[src/rtl/usr_reg_rd_pkg.sv]
// usr_reg_rd_pkg: shared types and constants for the user-register read/write path
package usr_reg_rd_pkg;

    typedef enum logic [1:0] {IDLE, REQ, WAIT, RESP} state_t;

    localparam logic [31:0] ERR_DATA_DEF = 32'hDEAD_BEEF;
    localparam int          ERR_CNT_W    = 16;

endpackage

[src/rtl/usr_reg_rd_addr_decode.sv]
// usr_reg_rd_addr_decode: combinational byte address -> region index and mapped flag
module usr_reg_rd_addr_decode #(
    parameter int ADDR_WIDTH   = 32,
    parameter int NUM_SRC      = 4,
    parameter int REGION_SHIFT = 8,
    localparam int SEL_W       = $clog2(NUM_SRC)
) (
    input  logic [ADDR_WIDTH-1:REGION_SHIFT] addr_i,
    output logic [SEL_W-1:0]                 idx_o,
    output logic                             mapped_o
);

    localparam int NSEL = 1 << SEL_W;
    localparam logic [NSEL-1:0] MAP = {NSEL{1'b1}} >> (NSEL - NUM_SRC);

    assign idx_o    = addr_i[REGION_SHIFT +: SEL_W];
    assign mapped_o = MAP[idx_o] && ~|addr_i[ADDR_WIDTH-1:REGION_SHIFT+SEL_W];

endmodule

[src/rtl/usr_reg_rd_mux.sv]
// usr_reg_rd_mux: N-source user-register read mux with unmapped/timeout error termination
// Optional: define USR_REG_RD_MUX_ERR_CNT_EN to add o_err_cnt and o_last_err_addr.
module usr_reg_rd_mux
    import usr_reg_rd_pkg::*;
#(
    parameter int                    DATA_WIDTH   = 32,
    parameter int                    ADDR_WIDTH   = 32,
    parameter int                    NUM_SRC      = 4,
    parameter int                    REGION_SHIFT = 8,
    parameter int                    TIMEOUT_CYC  = 64,
    parameter logic [DATA_WIDTH-1:0] ERR_DATA     = DATA_WIDTH'(ERR_DATA_DEF)
) (
    input  logic                          clk,
    input  logic                          rst,
    input  logic                          i_rd,
    input  logic [ADDR_WIDTH-1:0]         i_addr,
    output logic                          o_rd_ready,
    output logic [DATA_WIDTH-1:0]         o_rd_data,
    output logic                          o_rd_valid,
    output logic                          o_rd_err,
    output logic [NUM_SRC-1:0]            o_src_rd,
    output logic [ADDR_WIDTH-1:0]         o_src_addr,
    input  logic [NUM_SRC*DATA_WIDTH-1:0] i_src_data,
`ifdef USR_REG_RD_MUX_ERR_CNT_EN
    output logic [ERR_CNT_W-1:0]          o_err_cnt,
    output logic [ADDR_WIDTH-1:0]         o_last_err_addr,
`endif
    input  logic [NUM_SRC-1:0]            i_src_valid
);

    localparam int SEL_W = $clog2(NUM_SRC);
    localparam int CNT_W = $clog2(TIMEOUT_CYC);
    localparam logic [CNT_W-1:0] CNT_LAST = CNT_W'(TIMEOUT_CYC - 1);

    state_t                  state_q;
    logic [ADDR_WIDTH-1:0]   addr_q;
    logic [SEL_W-1:0]        idx_q;
    logic [CNT_W-1:0]        cnt_q;
    logic [DATA_WIDTH-1:0]   data_q;
    logic                    valid_q;
    logic                    err_q;
    logic [NUM_SRC-1:0]      src_rd_q;
    logic [SEL_W-1:0]        dec_idx;
    logic                    dec_mapped;

    usr_reg_rd_addr_decode #(
        .ADDR_WIDTH  (ADDR_WIDTH),
        .NUM_SRC     (NUM_SRC),
        .REGION_SHIFT(REGION_SHIFT)
    ) u_dec (
        .addr_i  (i_addr[ADDR_WIDTH-1:REGION_SHIFT]),
        .idx_o   (dec_idx),
        .mapped_o(dec_mapped)
    );

    // Request FSM: unmapped requests answer directly; mapped ones strobe, wait, or time out
    always_ff @(posedge clk) begin
        if (rst) begin
            state_q  <= IDLE;
            addr_q   <= '0;
            idx_q    <= '0;
            cnt_q    <= '0;
            data_q   <= '0;
            valid_q  <= 1'b0;
            err_q    <= 1'b0;
            src_rd_q <= '0;
        end else begin
            valid_q  <= 1'b0;
            err_q    <= 1'b0;
            src_rd_q <= '0;
            case (state_q)
                IDLE: if (i_rd) begin
                    addr_q <= i_addr;
                    idx_q  <= dec_idx;
                    if (dec_mapped) begin
                        src_rd_q[dec_idx] <= 1'b1;
                        state_q           <= REQ;
                    end else begin
                        data_q  <= ERR_DATA;
                        err_q   <= 1'b1;
                        valid_q <= 1'b1;
                        state_q <= RESP;
                    end
                end
                REQ: begin
                    cnt_q   <= '0;
                    state_q <= WAIT;
                end
                WAIT: if (i_src_valid[idx_q]) begin
                    data_q  <= i_src_data[idx_q*DATA_WIDTH +: DATA_WIDTH];
                    valid_q <= 1'b1;
                    state_q <= RESP;
                end else if (cnt_q == CNT_LAST) begin
                    data_q  <= ERR_DATA;
                    err_q   <= 1'b1;
                    valid_q <= 1'b1;
                    state_q <= RESP;
                end else begin
                    cnt_q <= cnt_q + CNT_W'(1);
                end
                default: state_q <= IDLE;
            endcase
        end
    end

    assign o_rd_ready = (state_q == IDLE);
    assign o_rd_data  = data_q;
    assign o_rd_valid = valid_q;
    assign o_rd_err   = err_q;
    assign o_src_rd   = src_rd_q;
    assign o_src_addr = addr_q;

`ifdef USR_REG_RD_MUX_ERR_CNT_EN
    logic [ERR_CNT_W-1:0]  err_cnt_q;
    logic [ADDR_WIDTH-1:0] last_err_addr_q;

    // Saturating error-response counter plus the address of the most recent error
    always_ff @(posedge clk) begin
        if (rst) begin
            err_cnt_q       <= '0;
            last_err_addr_q <= '0;
        end else if (valid_q && err_q) begin
            err_cnt_q       <= (&err_cnt_q) ? err_cnt_q : err_cnt_q + ERR_CNT_W'(1);
            last_err_addr_q <= addr_q;
        end
    end

    assign o_err_cnt       = err_cnt_q;
    assign o_last_err_addr = last_err_addr_q;
`endif

endmodule

[config.mk]
export PLATFORM = sky130hd
export DESIGN_NAME = usr_reg_rd_mux
export DESIGN_NICKNAME = d
export VERILOG_FILES = /design/src/rtl/usr_reg_rd_pkg.sv /design/src/rtl/usr_reg_rd_addr_decode.sv /design/src/rtl/usr_reg_rd_mux.sv
export SDC_FILE = /design/constraint.sdc
export NUM_CORES = 1
export LEC_CHECK = 0
export CORE_ASPECT_RATIO = 1.25
export CORE_MARGIN = 2
export CORE_UTILIZATION = 35
export DETAILED_ROUTE_END_ITERATION = 8
export MAX_ROUTING_LAYER = met4
export PLACE_DENSITY = 0.83
export REMOVE_ABC_BUFFERS = 1
export SYNTH_ARGS = -nofsm -noshare
export SYNTH_HDL_FRONTEND = slang
export SYNTH_HIERARCHICAL = 1
export SYNTH_SLANG_ARGS = --single-unit
[constraint.sdc]
create_clock -name clk -period 2.2 [get_ports clk]
set_input_delay 0.44 -clock clk [delete_from_list [all_inputs] [get_ports clk]]
set_output_delay 0.44 -clock clk [all_outputs]
set_load 0.1 [all_outputs]
==> flow_summary.json, run 1 <==
{
  "ir_worst_vdd_v": 0.000571,
  "drc_errors": 0,
  "r2r_cells": 7,
  "multiInputGateArea_um2": 2380,
  "vias": 4311,
  "layout_commonest_cell": "clkdlybuf4s50_1",
  "hold_path_depth": 3,
  "htree_levels": 3,
  "cts_tree": "yes",
  "cp_cell_sequence": "clkdlybuf4s50_1 -> mux4_2 -> a211o_1 -> buf_4 -> a21oi_1 -> a211oi_2",
  "finalSetupViolCount": 0,
  "slew-limit-headroom_pct": 58.1,
  "worstSetupEndpointType": "flip-flop",
  "ys_types": 39,
  "fin_worst_skew_ns": 0.00509,
  "synth_cells": 431,
  "hpwl_um": 10500,
  "grt_pass1_wl_um": 21700,
  "ys_warn_count": 6,
  "cp.required_ns": 2.39,
  "gr-total-overflow": 0,
  "hold_viol": 0,
  "first_global_vias": 4517,
  "slowest_stage": "mux4_2",
  "worstMarginPinSlew_ns": 0.629,
  "numClockSinks": 80,
  "slowest_delay_ns": 0.54,
  "fin_util_pct": 60.9,
  "hold_class": "in2reg",
  "reg2reg_from": "state_q[0]",
  "finalNetCount": 841,
  "r2r_setup_slack_ns": 0.19,
  "diodes": 0,
  "grt_max_degree": 48,
  "drive_gt1_share_pct": 29.5,
  "dieArea_um2": 12600,
  "dr.pass1.iters": 4,
  "power_density_nw_per_um2": 1270,
  "clock_latency_ns": 0.33,
  "clk_pin_slew_ns": 0.06,
  "max_freq_mhz": 482,
  "avgViaCountPerCell": 5.31,
  "max_cap_viol_count": 0,
  "die_h_um": 125,
  "fin_crit_sh_pct": 94.3,
  "min_from": "i_addr[31]",
  "syn-cell-area_um2": 4080,
  "ioPinCount": 238,
  "rr_endpoint": "o_rd_data[5]",
  "yosysSeqAreaShare_pct": 39.2,
  "clock_path_buffers": 2,
  "numCtsBuffers": 9,
  "row_count": 44,
  "synthTopCellsByArea": "dfxtp_1 (39%), mux4_2 (18%), a21oi_1 (8.9%), nand2_1 (7.2%), a211oi_2 (6.4%)",
  "gp_congestion": 0.865,
  "critical_path.startpoint_type": "primary input",
  "yosys.area.top_type_share_pct": 39.2,
  "postRouteAntennaNets": 0,
  "finalWirelength_um": 13700,
  "initialDrtViolationCount": 160,
  "synthToLayoutAreaGrowth_pct": 71.7,
  "regArea_um2": 1600,
  "die_width_um": 101,
  "min_period_ns": 2.07,
  "avgSynthCellArea_um2": 9.48,
  "critPathArrivalTime_ns": 2.27,
  "fillers": 953,
  "start_util_pct": 35.5,
  "portBuffers": 237,
  "ys_ff_latch": 80,
  "finalMaxSlewViolations": 0,
  "cts_root_buffer": "clkbuf_16",
  "crit_type": "in2reg",
  "wire_per_inst_um": 16.8,
  "core-area_um2": 11500,
  "synth_top_area_cell": "dfxtp_1",
  "final_cell_mix": "clkdlybuf4s50_1 (145), buf_4 (94), dfxtp_1 (79), nand2_1 (78), a21oi_1 (68)",
  "antenna_found_initial": 0,
  "tns_ns": 0,
  "crit_path_max_fanout": 24,
  "status": "finished, final reports clean",
  "grt_use_total_pct": 22.5,
  "power_leakage_nw": 2.72,
  "p_total_w": 0.00888,
  "hold-path-endpoint": "o_src_addr[31]"
}
[power breakdown]
group / internal, W / switching (W) / total (W)
clock network: 0.00109 / 0.000585 / 0.00167
registers: 0.00177 / 0.000194 / 0.00196
logic: 0.00166 / 0.00359 / 0.00525
[worst max-delay path: cells and delay by family]
| kind | cells | cell delay [ns] |
|---|---|---|
| AO/OA/AOI/OAI | 3 | 0.62 |
| buffers and inverters | 2 | 0.65 |
| multiplexers | 1 | 0.54 |
[per-layer routing]
| layer | share of wire (%) | up-vias | wire, um | track usage [%] |
|---|---|---|---|---|
| li1 | - | 2045 | - | - |
| met2 | 54 | 188 | 7400 | 41.1 |
| met1 | 36 | 2043 | 4850 | 22.5 |
| met4 | 3.8 | 0 | 514 | 9.59 |
| met5 | 0 | - | 0 | - |
| met3 | 6.5 | 35 | 887 | 4.88 |
[synthesized netlist by cell type (all sizes together)]
library cell and n:
nand2b 2, nand4b 1, clkbuf 30, inv 4, and4 1, ha 5, and3 9, nor3 1
dfxtp 80, o311ai 1, nand4 1, mux4 33, nor4 5, a211oi 27, nand3 11, or4 1
nand2 78, o211ai 1, o22ai 1, a211o 2, a31o 1, and2 3, o41ai 1, buf 10
a2bb2oi 1, nor3b 1, o31ai 1, nand3b 1, nor2 32, o21ai 11, a21oi 73, a311oi 1
or3 1
[worst max path at each step]
stage,from,end,slack (ns),cells after the start
after floorplan,state_q[0],o_rd_data[0],-1.76,6
after global placement,i_addr[16],o_rd_data[19],-0.41,8
after detailed placement,i_addr[16],o_rd_data[23],-0.47,8
after CTS,i_addr[16],o_rd_data[30],-0.008,10
after global routing,state_q[1],o_rd_data[18],-0.01,7
final,i_src_valid[3],o_rd_data[13],0.13,6
[stage by stage]
| stage | instance area [um^2] | instances | hold WS (ns) | worst slack (ns) |
|---|---|---|---|---|
| floorplan | 3890 | 391 | 0.459 | -1.76 |
| global route | 7010 | 812 | 0.371 | -0.0131 |
| CTS | 7010 | 812 | 0.457 | -0.00797 |
| finish | 7010 | 812 | 0.363 | 0.125 |
| global placement | 6510 | 791 | 0.444 | -0.406 |
| detailed placement | 6510 | 791 | 0.449 | -0.468 |
[logic make-up (layout without fill, tap and decap cells)]
kind of cell,count (synthesis),after routing,synth area share [%]
flops,80,80,39.2
compound gates,121,121,20.0
mux,33,33,18.2
buf+inv,44,287,5.09
simple gates,148,148,16.0
fa+ha+maj,5,5,1.53
[registers in the layout (all words and copies together) (netlist names)]
register,flops
o_rd_data,32
o_src_addr,32
cnt_q,6
o_src_rd,4
idx_q,2
state_q,2
o_rd_err,1
o_rd_valid,1
[final cells by class]
type                    instances  area share [%]
repair buffers                267            35.7
clock inverters                 4            1.07
multi-input cells             307            33.9
well taps                     138            2.46
inverters                       4           0.250
flip-flops and latches         80            22.9
clock buffers                  12            3.80
[repair_timing]
item,4_1_cts,5_1_grt
pin swaps,2,11
gates resized for setup,29,34
gates cloned,3,0
hold buffers,0,0
setup buffers,2,2
setup endpoints to repair,36,37
No activity file was read; power rests on OpenSTA's default activity.
==> run 2: changes to the inputs <==
Settings changed: CTS_CLUSTER_DIAMETER set to 60.
==> results of run 2 <==
The final DEF is identical to that of run 1; final timing and power are the same.
